`src/rtl/bpm_update_scheduler.sv`:
```
// Single owner of the BPM setting: merges button/UART edits into a clamped shadow
// value and offers it to the metronome through a req/ack handshake.
module bpm_update_scheduler #(
  parameter int BPM_W         = 9,
  parameter int BPM_MIN       = 30,
  parameter int BPM_MAX       = 300,
  parameter int BPM_DEFAULT   = 120,
  parameter int HOLD_DELAY    = 25000000,
  parameter int REPEAT_PERIOD = 5000000
) (
  input  logic             i_clk,
  input  logic             i_reset_n,
  input  logic             i_btn_plus_1,
  input  logic             i_btn_plus_5,
  input  logic             i_btn_minus_1,
  input  logic             i_btn_minus_5,
  input  logic             i_btn_plus_5_hold,
  input  logic             i_btn_minus_5_hold,
  input  logic             i_uart_msg,
  input  logic [31:0]      i_uart_bpm,
  input  logic             i_bpm_ack,
  output logic [BPM_W-1:0] o_bpm,
  output logic             o_bpm_req,
  output logic [BPM_W-1:0] o_shadow_bpm,
  output logic             o_hold_active,
  output logic             o_clamped
);

  localparam int AW = BPM_W + 2;
  localparam logic signed [AW-1:0] MIN_S   = AW'(BPM_MIN);
  localparam logic signed [AW-1:0] MAX_S   = AW'(BPM_MAX);
  localparam logic [31:0]          DLY_END = 32'(HOLD_DELAY - 1);
  localparam logic [31:0]          REP_END = 32'(REPEAT_PERIOD - 1);

  typedef enum logic [1:0] {H_IDLE, H_WAIT, H_REPEAT} hold_state_t;
  typedef enum logic       {S_IDLE, S_REQ}            hs_state_t;

  hold_state_t      hold_state, hold_next;
  logic [31:0]      hold_cnt, cnt_next;
  logic             hold_dir, dir_next;     // 1: +5 repeat, 0: -5 repeat
  logic             repeat_tick;
  logic             one_hold;

  hs_state_t        hs_state, hs_next;
  logic [BPM_W-1:0] shadow, shadow_next;
  logic [BPM_W-1:0] bpm, bpm_next;
  logic             req, req_next;
  logic             clamp_next;

  logic signed [AW-1:0] pulse_delta, delta, sum;

  assign one_hold = i_btn_plus_5_hold ^ i_btn_minus_5_hold;

  // NOTE: every variable driven here gets a default first so no path can infer a latch.
  always_comb begin
    hold_next   = hold_state;
    cnt_next    = hold_cnt;
    dir_next    = hold_dir;
    repeat_tick = 1'b0;
    if (i_uart_msg) begin
      // A UART load restarts the hold timing from scratch.
      hold_next = one_hold ? H_WAIT : H_IDLE;
      cnt_next  = '0;
      dir_next  = i_btn_plus_5_hold;
    end else begin
      unique case (hold_state)
        H_IDLE: begin
          cnt_next = '0;
          if (one_hold) begin
            hold_next = H_WAIT;
            dir_next  = i_btn_plus_5_hold;
          end
        end
        H_WAIT, H_REPEAT: begin
          if (!one_hold || (i_btn_plus_5_hold != hold_dir)) begin
            hold_next = H_IDLE;
            cnt_next  = '0;
          end else if (hold_cnt == ((hold_state == H_WAIT) ? DLY_END : REP_END)) begin
            repeat_tick = 1'b1;
            hold_next   = H_REPEAT;
            cnt_next    = '0;
          end else begin
            cnt_next = hold_cnt + 32'd1;
          end
        end
        default: begin
          hold_next = H_IDLE;
          cnt_next  = '0;
        end
      endcase
    end
  end

  always_comb begin
    pulse_delta = '0;
    if (i_btn_plus_1)  pulse_delta = pulse_delta + AW'(1);
    if (i_btn_plus_5)  pulse_delta = pulse_delta + AW'(5);
    if (i_btn_minus_1) pulse_delta = pulse_delta - AW'(1);
    if (i_btn_minus_5) pulse_delta = pulse_delta - AW'(5);

    delta = repeat_tick ? (hold_dir ? AW'(5) : -AW'(5)) : pulse_delta;
    sum   = $signed({2'b00, shadow}) + delta;

    shadow_next = shadow;
    clamp_next  = 1'b0;
    if (i_uart_msg) begin
      if (i_uart_bpm < 32'(BPM_MIN)) begin
        shadow_next = BPM_W'(BPM_MIN);
        clamp_next  = 1'b1;
      end else if (i_uart_bpm > 32'(BPM_MAX)) begin
        shadow_next = BPM_W'(BPM_MAX);
        clamp_next  = 1'b1;
      end else begin
        shadow_next = i_uart_bpm[BPM_W-1:0];
      end
    end else if (repeat_tick || (pulse_delta != '0)) begin
      if (sum < MIN_S) begin
        shadow_next = BPM_W'(BPM_MIN);
        clamp_next  = 1'b1;
      end else if (sum > MAX_S) begin
        shadow_next = BPM_W'(BPM_MAX);
        clamp_next  = 1'b1;
      end else begin
        shadow_next = sum[BPM_W-1:0];
      end
    end
  end

  // Offered value is frozen while a request is outstanding; edits pile up in shadow.
  always_comb begin
    hs_next  = hs_state;
    bpm_next = bpm;
    req_next = req;
    unique case (hs_state)
      S_IDLE: if (shadow != bpm) begin
        bpm_next = shadow;
        req_next = 1'b1;
        hs_next  = S_REQ;
      end
      S_REQ: if (i_bpm_ack) begin
        req_next = 1'b0;
        hs_next  = S_IDLE;
      end
      default: begin
        req_next = 1'b0;
        hs_next  = S_IDLE;
      end
    endcase
  end

  // NOTE: state registers use non-blocking assignments so every flop samples pre-edge values.
  always_ff @(posedge i_clk) begin
    if (!i_reset_n) begin
      hold_state <= H_IDLE;
      hold_cnt   <= '0;
      hold_dir   <= 1'b0;
      shadow     <= BPM_W'(BPM_DEFAULT);
      o_clamped  <= 1'b0;
      hs_state   <= S_IDLE;
      bpm        <= BPM_W'(BPM_DEFAULT);
      req        <= 1'b0;
    end else begin
      hold_state <= hold_next;
      hold_cnt   <= cnt_next;
      hold_dir   <= dir_next;
      shadow     <= shadow_next;
      o_clamped  <= clamp_next;
      hs_state   <= hs_next;
      bpm        <= bpm_next;
      req        <= req_next;
    end
  end

  assign o_bpm         = bpm;
  assign o_bpm_req     = req;
  assign o_shadow_bpm  = shadow;
  assign o_hold_active = (hold_state == H_REPEAT);

endmodule

```
`config.mk`:
```
export PLATFORM = sky130hd
export DESIGN_NAME = bpm_update_scheduler
export DESIGN_NICKNAME = d
export VERILOG_FILES = /design/src/rtl/bpm_update_scheduler.sv
export SDC_FILE = /design/constraint.sdc
export NUM_CORES = 1
export LEC_CHECK = 0
export CORE_AREA = 5 5 91 93
export DETAILED_ROUTE_END_ITERATION = 6
export DIE_AREA = 0 0 96 98
export PLACE_DENSITY = 0.79
export SYNTH_ARGS = -nofsm -noshare
export SYNTH_HDL_FRONTEND = slang
export SYNTH_SLANG_ARGS = --single-unit
```
`constraint.sdc`:
```
create_clock -name i_clk -period 5.5 [get_ports i_clk]
set_input_delay 1.1 -clock i_clk [delete_from_list [all_inputs] [get_ports i_clk]]
set_output_delay 1.1 -clock i_clk [all_outputs]
set_load 0.005 [all_outputs]
```
==> qor.yml <==
outcome: "complete, no violations"
clk_pin_slew_ns: 0.10
min_from: "hold_cnt[0]"
yosys.cell_count.top_type: "nor2_1"
ant_nets: 0
relSlewSlack: 0.327
die_y_um: 98
die-area_um2: 9410
h-tree-depth: 2
finClkSkew_ns: 0.00956
cts_tree: "done"
synth_area_um2: 3870
slowest_delay_ns: 0.57
setup_viol: 0
yosysWarnings: 0
crit_chain: "clkdlybuf4s50_1 -> inv_1 -> fa_1 -> inv_1 -> ha_1 -> o21bai_1 -> a22oi_1 -> mux2i_1 -> ha_1 -> a21oi_1 -> o21ai_1 -> a311oi_1 -> a2bb2oi_1 -> a2111oi_0 -> buf_4 -> a211oi_1 -> buf_4 -> a311oi_1 -> a211o_1"
final_nets: 604
yosysTopAreaCell: "dfxtp_1"
cts_root_buf: "clkbuf_8"
finalSetupTns_ns: 0
gr-total-overflow: 0
num_rows: 32
rsz0062_at_grt: "no"
cts_sinks: 56
insertion_delay_ns: 0.31
path_max_fanout: 4
core-area_um2: 7450
crit_path_top_delay_cell: "fa_1"
dp.cells: 637
clkPwrFrac: 0.217
dp_hpwl_um: 8070
place_congestion: 0.959
yosys.area.top_type_share: 0.289
end_kind: "flip-flop"
grt_pass1_wl_um: 16700
synthCells: 474
peakVddDrop_mv: 0.113
routed_wl_um: 10300
grt_pass1_vias: 3657
remaining_drc_errors: 0
synthArstFlopShare: 0
via_count: 3749
cts_buffers: 5
p_int_mw: 0.746
io_buffers: 62
place_ws_ns: 0.0370
drtIter0Drc: 148
max-cap-violations: 0
io_pins: 63
ys_types: 70
hp-class: "flip-flop to flip-flop"
power_mw: 1.12
drt_pass1_iterations: 4
path_class: "primary input to flip-flop"
postCtsSetupRepairBufs: 0
critPathArrivalTime_ns: 5.38
antenna_found_initial: 0
fmax_mhz: 193
final_core_util: 0.640
worstSetupStartpoint: "i_btn_plus_1"
ys_dominant_reg_cell: "dfxtp_1"
yosysSeqAreaShare: 0.289
syn-num-nets: 536
cts_buffer_depth: 2
track_usage: 0.220
drive_gt1_frac: 0.0627
tightest_slew_ns: 1.01
power_leakage_nw: 1.76
period_needed_ns: 5.17
fin_cells: 644
p_seq_frac: 0.408
p_comb_frac: 0.375
diodes: 0
postSynthAreaPerCell_um2: 8.17
worstPathRequired_ns: 5.71
ys_seq_elements: 56
cts_resized: 0
r2r_start: "hold_state[1]"
finalCritPeriodShare: 0.941
die_w_um: 96
vias_per_cell: 5.82
fillers: 671
area_delta_synth_final_pct: 23.0
p_per_area_nw_per_um2: 235
wl_per_cell_um: 16.0
cp-start-kind: "primary input"
synth_edf_count: 0
grt_max_degree: 32
slew_viol_final: 0
setup_slack_ns: 0.327
synth_commonest_cells: "66 x nor2_1, 56 x dfxtp_1, 33 x nand2_1"
start_util: 0.520
hold_viol: 0
yosys-top-cells-area: "dfxtp_1 29%, nor2_1 6.4%, xor2_1 6.3%"
sw_frac_of_total: 0.332
cts_hold_buf: 0
power.switching_mw: 0.371
==> routing by layer <==
metal	GRT usage	vias up	share of wire
met5	0	-	0
met1	0.276	1774	0.44
met4	0.0656	0	0.023
li1	-	1833	-
met2	0.372	121	0.49
met3	0.0478	21	0.050
==> state kept, by name, indices dropped and copies added, names as in the netlist <==
signal        count
hold_cnt         32
o_clamped         1
o_bpm             9
o_shadow_bpm      9
o_bpm_req         1
hold_state        2
hs_state          1
hold_dir          1
==> power groups by stage <==
stage / sequential (mW) / clock (mW) / combinational (mW)
2_1_floorplan: 0.451 / 0 / 0.266
3_5_place_dp: 0.464 / 0 / 0.413
4_1_cts: 0.456 / 0.244 / 0.416
3_3_place_gp: 0.464 / 0 / 0.409
5_1_grt: 0.458 / 0.262 / 0.458
6_report: 0.456 / 0.242 / 0.419
==> critical path: cells and delay by family <==
kind	cells	cell delay (ns)
mux	1	0.20
compound gates	10	1.98
fa+ha+maj	3	1.10
buf+inv	5	0.98
==> cells by family (layout without fill, tap and decap cells) <==
group / count (synthesis) / in the layout / synth area share
DFF: 56 / 56 / 0.289
buffers and inverters: 38 / 106 / 0.0375
muxes: 16 / 16 / 0.0449
xor gates and xnor gates: 48 / 48 / 0.109
and+or+nand+nor: 194 / 194 / 0.259
AOI/OAI and AO/OA: 102 / 102 / 0.192
adders and majority gates: 20 / 20 / 0.0685
==> worst paths after layout <==
| check | endpoint | slack, ns | depth (start not counted) |
|---|---|---|---|
| setup / recovery | o_shadow_bpm[3] | 0.33 | 19 |
| hold / removal | hold_cnt[0] | 0.46 | 1 |
| setup reg to reg | o_shadow_bpm[3] | 0.90 | 19 |
| hold reg to reg | hold_cnt[0] | 0.46 | 1 |
==> through the flow <==
stage                     hold slack (ns)  cell area [um2]
after global routing                0.471             4760
after detailed placement            0.453             4670
after floorplan                     0.418             3870
final                               0.463             4760
after CTS                           0.465             4760
after global placement              0.430             4670
==> area by class of cell <==
| type | count | area [um2] | area share |
|---|---|---|---|
| flip-flops and latches | 56 | 1120 | 0.235 |
| clock buffers | 7 | 96.3 | 0.0202 |
| well taps | 102 | 128 | 0.0268 |
| inverters | 23 | 86.3 | 0.0181 |
| repair buffers | 76 | 726 | 0.152 |
| multi-input cells | 380 | 2610 | 0.547 |
==> cell usage in the layout, fill, tap and decap left out, drive strengths merged, types with 4 or more instances in the layout <==
cell,Yosys,layout
nor2,66,66
clkdlybuf4s50,0,62
dfxtp,56,56
nand2,33,33
xor2,28,28
inv,22,22
a21oi,20,20
xnor2,20,20
ha,18,18
o21ai,18,18
mux2i,15,15
nand3,14,14
buf,4,14
nor4,11,11
nor2b,9,9
nor3,9,9
or3,8,8
nand2b,8,8
a211oi,8,8
nand4,7,7
clkbuf,11,7
and3,6,6
a31oi,6,6
a21o,5,5
and2,5,5
o21a,5,5
nor4b,5,5
o211ai,4,4
a221oi,4,4
(Power assumes the default switching activity.)
